`config.mk`:
```
export PLATFORM = sky130hd
export DESIGN_NAME = ifu
export DESIGN_NICKNAME = d
export VERILOG_FILES = /design/src/rtl/ifu_defs.sv /design/src/rtl/ifu_npc.sv /design/src/rtl/ifu.sv
export SDC_FILE = /design/constraint.sdc
export NUM_CORES = 1
export LEC_CHECK = 0
export ABC_AREA = 0
export CAP_MARGIN = 20
export CORE_UTILIZATION = 30
export DETAILED_ROUTE_END_ITERATION = 6
export PLACE_DENSITY = 0.6
export SKIP_LAST_GASP = 1
export SLEW_MARGIN = 20
export SYNTH_ARGS = -nofsm -noshare
export SYNTH_HDL_FRONTEND = slang
export SYNTH_HIERARCHICAL = 1
export SYNTH_SLANG_ARGS = --single-unit
```
`constraint.sdc`:
```
create_clock -name clk -period 3.6 [get_ports clk]
set_input_delay 0.72 -clock clk [delete_from_list [all_inputs] [get_ports clk]]
set_output_delay 0.72 -clock clk [all_outputs]
set_load 0.1 [all_outputs]
```
`src/rtl/ifu_defs.sv`:
```
// Shared definitions for the instruction fetch unit: FSM encodings and PC constants.
// The HALT state exists only when IFU_ALIGN_CHECK_EN is defined.
package ifu_defs;

    localparam logic [31:0] PC_RESET_DFLT = 32'h0000_3000;
    localparam logic [31:0] PC_STEP       = 32'd4;

`ifdef IFU_ALIGN_CHECK_EN
    typedef enum logic [2:0] {
        S_BOOT = 3'd0,
        S_REQ  = 3'd1,
        S_WAIT = 3'd2,
        S_HOLD = 3'd3,
        S_HALT = 3'd4
    } state_t;
`else
    typedef enum logic [2:0] {
        S_BOOT = 3'd0,
        S_REQ  = 3'd1,
        S_WAIT = 3'd2,
        S_HOLD = 3'd3
    } state_t;
`endif

endpackage

```
`src/rtl/ifu_npc.sv`:
```
// Combinational next-PC selection: jr > jal > taken beq > pc+4.
// Without IFU_ALIGN_CHECK_EN the jr target is forced word-aligned.
module npc
    import ifu_defs::*;
(
    input  logic [31:0] pc4,
    input  logic        br_taken,
    input  logic [15:0] br_offset,
    input  logic        jal,
    input  logic [25:0] j_index,
    input  logic        jr,
    input  logic [31:0] jr_target,
    output logic [31:0] next_pc
);

    logic [31:0] jr_pc;
    logic [31:0] jal_pc;
    logic [31:0] br_pc;

`ifdef IFU_ALIGN_CHECK_EN
    assign jr_pc = jr_target;
`else
    assign jr_pc = jr_target & ~32'd3;
`endif

    assign jal_pc = {pc4[31:28], j_index, 2'b00};
    // Sign-extended word offset; wrap-around is intentionally modulo 2^32.
    assign br_pc  = pc4 + {{14{br_offset[15]}}, br_offset, 2'b00};

    always_comb begin
        next_pc = pc4;
        if (jr)
            next_pc = jr_pc;
        else if (jal)
            next_pc = jal_pc;
        else if (br_taken)
            next_pc = br_pc;
    end

endmodule

```
`src/rtl/ifu.sv`:
```
// Instruction fetch unit: PC register, fetch FSM over a req/gnt/rvalid memory port,
// and instruction latch. IFU_ALIGN_CHECK_EN enables misaligned-jr detection and HALT.
module ifu
    import ifu_defs::*;
#(
    parameter logic [31:0] PC_RESET = PC_RESET_DFLT
) (
    input  logic        clk,
    input  logic        reset,
    input  logic        advance,
    input  logic        br_taken,
    input  logic [15:0] br_offset,
    input  logic        jal,
    input  logic [25:0] j_index,
    input  logic        jr,
    input  logic [31:0] jr_target,
    output logic        im_req,
    output logic [31:0] im_addr,
    input  logic        im_gnt,
    input  logic        im_rvalid,
    input  logic [31:0] im_rdata,
    output logic [31:0] instr,
    output logic        instr_valid,
    output logic [31:0] pc,
    output logic [31:0] pc4,
    output logic        align_err
);

    state_t      state, next_state;
    logic [31:0] next_pc;
    logic        load_pc;
    logic        misaligned;

    assign pc4     = pc + PC_STEP;
    assign im_addr = pc;

    npc u_npc (
        .pc4       (pc4),
        .br_taken  (br_taken),
        .br_offset (br_offset),
        .jal       (jal),
        .j_index   (j_index),
        .jr        (jr),
        .jr_target (jr_target),
        .next_pc   (next_pc)
    );

`ifdef IFU_ALIGN_CHECK_EN
    assign misaligned = (next_pc[1:0] != 2'b00);
`else
    assign misaligned = 1'b0;
`endif

    always_comb begin
        next_state = state;
        load_pc    = 1'b0;
        case (state)
            S_BOOT: next_state = S_REQ;
            S_REQ:  if (im_gnt)    next_state = S_WAIT;
            S_WAIT: if (im_rvalid) next_state = S_HOLD;
            S_HOLD: begin
                if (advance) begin
`ifdef IFU_ALIGN_CHECK_EN
                    if (misaligned) begin
                        next_state = S_HALT;
                    end else begin
                        next_state = S_REQ;
                        load_pc    = 1'b1;
                    end
`else
                    next_state = S_REQ;
                    load_pc    = 1'b1;
`endif
                end
            end
`ifdef IFU_ALIGN_CHECK_EN
            S_HALT: next_state = S_HALT;
`endif
            default: next_state = S_BOOT;
        endcase
    end

    // im_req and instr_valid are registered decodes of the next state.
    always_ff @(posedge clk or negedge reset) begin
        if (!reset) begin
            state       <= S_BOOT;
            pc          <= PC_RESET;
            im_req      <= 1'b0;
            instr       <= 32'd0;
            instr_valid <= 1'b0;
        end else begin
            state       <= next_state;
            im_req      <= (next_state == S_REQ);
            instr_valid <= (next_state == S_HOLD);
            if (load_pc)
                pc <= next_pc;
            if (state == S_WAIT && im_rvalid)
                instr <= im_rdata;
        end
    end

`ifdef IFU_ALIGN_CHECK_EN
    always_ff @(posedge clk or negedge reset) begin
        if (!reset)
            align_err <= 1'b0;
        else if (state == S_HOLD && advance && misaligned)
            align_err <= 1'b1;
    end
`else
    assign align_err = 1'b0;
`endif

endmodule

```
-- Word-level counts from Yosys, hierarchy flattened
Cells that the tools add are included.
- reductions and logical operators: 2
- mux-type cells: 9
- add/subtract/negate cells: 2
- equality and inequality tests: 5
- operators with widths (kind ; number):
    two-way mux 32 bit ; 3
    adder 32 x 3 -> 32 bit (second input constant) ; 1
    adder 32 bit ; 1
    one-hot mux 3 bit (4 select lines) ; 1
    == test 3 x 2 -> 1 bit (second input constant) ; 3
    two-way mux 3 bit ; 3
    == test 3 x 1 -> 1 bit (second input constant) ; 2
    zero test 3 bit ; 1
    two-way mux 1 bit ; 2
    logical AND 1 bit ; 1
- flip-flop bits (word level): 69
- word-level logic and storage cells: 23
- output and inout port bits: 131
- input bits: 114

-- Depth between registers and ports, before layout
- depth after elaboration: 5
- mapped depth: 17
- gate-level depth less buffers: 16

-- Cells and area by module
The synthesis kept the hierarchy.
- by module, submodules not included (module ; area an instance (um2) ; times used ; cells each ; sequential area each (um2)):
    ifu ; 3468.3 ; 1 ; 278 ; 1729.2
    npc ; 2342.2 ; 1 ; 346 ; 0.0

-- Worst setup path after synthesis
No wires, ideal clock.
- kind: register to register
- start: register pc[2] (netlist: im_addr[2])
- end: register pc[31] (netlist: im_addr[31])
- library setup time: 0.126 ns
- arrival: 6.090 ns
- data required time: 3.474 ns
- path slack: -2.616 ns
- stages on the path, launching flop included: 18
- path buffers: 1
- clock period less this slack: 6.216 ns
- path through: dfrtp_1 ha_1 and2_1 clkbuf_1 nand3_1 nor3_1 xor2_1 ha_1 and3_2 and3_2 a22o_2 o21a_1 o211a_1 o2111ai_2 a22o_1 nand3_1 a221o_1 mux2_2
- word-level cells in the longest chain between the ends: 5
- RTL lines (element ; line ; RTL):
    from (decl) ; ifu.sv:24 ; output logic [31:0] pc,
    from (signal assigned) ; ifu.sv:96 ; pc <= next_pc;
    adder 32 x 3 -> 32 bit ; ifu.sv:34 ; assign pc4 = pc + PC_STEP;
    net pc4[14] ; ifu.sv:25 ; output logic [31:0] pc4,
    adder 32 bit ; ifu_npc.sv:28 ; assign br_pc = pc4 + {{14{br_offset[15]}}, br_offset, 2'b00};
    two-way mux 32 bit ; ifu_npc.sv:36 ; else if (br_taken)
    two-way mux 32 bit ; ifu_npc.sv:34 ; else if (jal)
    two-way mux 32 bit ; ifu_npc.sv:32 ; if (jr)
    net next_pc[31] ; ifu.sv:30 ; logic [31:0] next_pc;
The timed path passes the listed nets, and every way through them passes these cells.
A chain may end at the register's enable or synchronous reset.

-- Worst setup path after layout
- start: register pc[12] (netlist: im_addr[12])
- end: register pc[31] (netlist: im_addr[31])
- word-level cells in the longest chain between the ends: 5
- RTL lines (element ; line):
    adder 32 x 3 -> 32 bit * ; ifu.sv:34
    adder 32 bit ; ifu_npc.sv:28
    two-way mux 32 bit ; ifu_npc.sv:36
    two-way mux 32 bit * ; ifu_npc.sv:34
    two-way mux 32 bit * ; ifu_npc.sv:32
    net next_pc[31] ; ifu.sv:30
The timed path passes the listed nets; every way through them passes the cells marked *.

==> metrics.txt <==
status=finished with violations; failing checks=setup timing; RSZ-0062 raised after global routing=yes; most used cell, CP=a21o_1; Post-Syn Area per Cell=9.31 um^2; port buffer count=241; Critical Path AT=4.10 ns; post-synthesis sequential area ratio=0.298; Rows=50; layer with the highest usage=met2; share of cells above drive strength 1=0.442; Antenna Cells=0; Max VDD drop=0.647 mV; CP endpoint kind=register; Final Cycle Share=1.08; Layout area overhead=82.8%; CP required=3.83 ns; via count=5,990; hold path startpoint=instr[20]$_DFFE_PN0P_; P per Cell Area=776 mW/mm^2; # setup viols final=14; Cell variety after synth=69; Startpoint Class=register; CTS clk-pin slew, worst paths=0.06 ns; Critical path origin=im_addr[12]$_DFFE_PN1P_; drt first-iter violations=219; Synth top area share=0.289; Clock Tree Root=clkbuf_16; drt drc=0; Critical Path, Cell by Cell=and3_4 > nand4_4 > buf_6 > nor4_4 > xor2_4 > ha_2 > a21o_1 > a21o_1 > a21oi_2 > o21ai_2 > or3_4 > o2111ai_2 > a22o_1 > nand3_1 > a221o_1 > mux2_2; count leader, synth=mux2_2; number of global-route vias before repair=6,422; die area=0.0199 mm^2; worst r2r src=im_addr[12]$_DFFE_PN1P_; die width=141 um; GRT Total Usage=0.217; hold slack=0.498 ns; post-route ant nets=0; Slew HR=0.323; Final nets=1,108; Cells after Synth=624; CTS sink count=69; routed wire length per instance=17.3 um; initial antenna violation count=0; minimum clock period=3.87 ns; Overall Power=8240 uW; largest net degree at the start of global routing=70; GRT met1 Usage=0.258; CTS tree=yes; DR pass1 iterations=4; worst hold path type=register to register; worst-path fanout max=6; CP Class=register to register; Die Y=141 um; DP HPWL=16,600 um; slowest CP cell=dfstp_4; CTS Hold Bufs=0; Setup Skew=0.00673 ns; clk buf depth=2; mapped cell area=0.00581 mm^2; drt via density=4.88; first-pass GRT wire length=33,600 um; Max Freq=258 MHz; CTS buffer count=9; max incr delay on CP=0.61 ns; final-report hold violation count=0; Synth Warn #=6; core area=0.0188 mm^2; IO Pins=245; EDFF count, synth=0; final worst slack=-0.274 ns; fin. max-slew vios=0; Starting Density=0.309; Tightest Pin Transition=1.01 ns; total gr overflow=0; gpl congestion=0.844; maxcap violations=0; met2 Use GR=0.382; top cells by count, synth=mux2_2 (69), dfrtp_1 (67), nand2_1 (52), a21oi_1 (46), buf_4 (35); share of flip-flops with an asynchronous set or reset=1.00; Post-synth top flop=dfrtp_1; Seq cells post-synth=69; worst skew pair latency=0.34 ns; P_leak=0.00475 uW; area leader, netlist=dfrtp_1; Synth area leaders=dfrtp_1 (29%), mux2_2 (13%), ha_1 (6.5%), buf_4 (4.5%), xor2_1 (4.1%); htree depth=3; met3 usage=0.0526; WL final=21,200 um
power breakdown:
group	leakage, uW	switching [uW]	internal (uW)
combinational	0.00374	4090	1990
clock	0.000156	367	623
sequential	0.000855	163	1000
total	0.00475	4620	3620
timing repair:
| action | in CTS | in global routing |
|---|---|---|
| endpoints found under the setup margin | 16 | 18 |
| buffers inserted | 8 | 7 |
| pin swaps | 28 | 17 |
| gates resized for setup | 25 | 17 |
cell type report:
type,count,area (um^2)
fillers,1626,8210
flip-flops and latches,69,1780
well taps,260,325
repair buffers,387,3570
inverters,17,63.8
multi-input cells,479,4560
clock inverters,4,73.8
clock buffers,11,243
sequential cells by signal (all words and copies together) (netlist names):
signal and flops:
instr_valid 1, instr 32, im_addr 32, state 3
im_req 1
per-stage QoR:
step	utilization	cell area, um^2	setup slack (ns)	setup TNS [ns]	instances
4_1_cts	0.557	10500	-0.253	-1.69	1220
3_5_place_dp	0.532	10000	-0.444	-5.14	1198
6_report	0.564	10600	-0.274	-1.71	1227
5_1_grt	0.564	10600	-0.433	-5.16	1227
3_3_place_gp	0.532	10000	-0.387	-4.06	1198
2_1_floorplan	-	6640	-0.974	-11.53	625
kinds of logic (layout without fill, tap and decap cells):
group	count (synthesis)	in the layout	synth area share
multiplexers	88	88	0.167
buffers and inverters	77	419	0.0786
XOR/XNOR	53	53	0.0799
other	1	2	0.000645
flip-flops	69	69	0.298
AND/OR/NAND/NOR	162	162	0.150
adder cells (fa/ha/maj)	31	31	0.0680
AO/OA/AOI/OAI	143	143	0.158
routing by layer:
layer  wire [um]  part of all wire
met1        8820              0.41
met2       10600              0.50
met3        1470             0.069
met4         358             0.017
met5           0                 0
cell usage in the layout, fill, tap and decap left out, drive strengths merged, types with 5 or more instances in the layout:
cell type / netlist / layout
buf: 47 / 218
clkdlybuf4s50: 0 / 169
mux2: 71 / 71
dfrtp: 67 / 67
nand2: 52 / 52
a21oi: 46 / 46
o21ai: 35 / 35
nor2: 33 / 33
ha: 30 / 30
xor2: 27 / 27
xnor2: 26 / 26
inv: 17 / 17
mux2i: 17 / 17
nor3: 16 / 16
nand4: 11 / 11
clkbuf: 13 / 11
a21o: 11 / 11
a211oi: 9 / 9
nand3: 9 / 9
and3: 8 / 8
nor4: 7 / 7
o21bai: 6 / 6
o21a: 5 / 5
and2: 5 / 5
nor2b: 5 / 5
worst max-delay path: cells and delay by family (launching register included):
family	cells	cell delay, ns
fa+ha+maj	1	0.20
buf+inv	1	0.18
flops	1	0.61
compound gates	7	1.22
xor+xnor	1	0.13
simple gates	5	1.15
mux	1	0.26
worst paths after layout:
check / to / slack, ns / cells after the start
setup / recovery: im_addr[31]$_DFFE_PN0P_ / -0.27 / 16
hold / removal: instr[20]$_DFFE_PN0P_ / 0.50 / 1
setup reg to reg: im_addr[31]$_DFFE_PN0P_ / -0.27 / 16
hold reg to reg: instr[20]$_DFFE_PN0P_ / 0.50 / 1
max in group asynchronous: im_addr[4]$_DFFE_PN0P_ / 2.38 / 1
min in group asynchronous: instr[17]$_DFFE_PN0P_ / 0.52 / 1
Power figures use the tool's default switching activity.
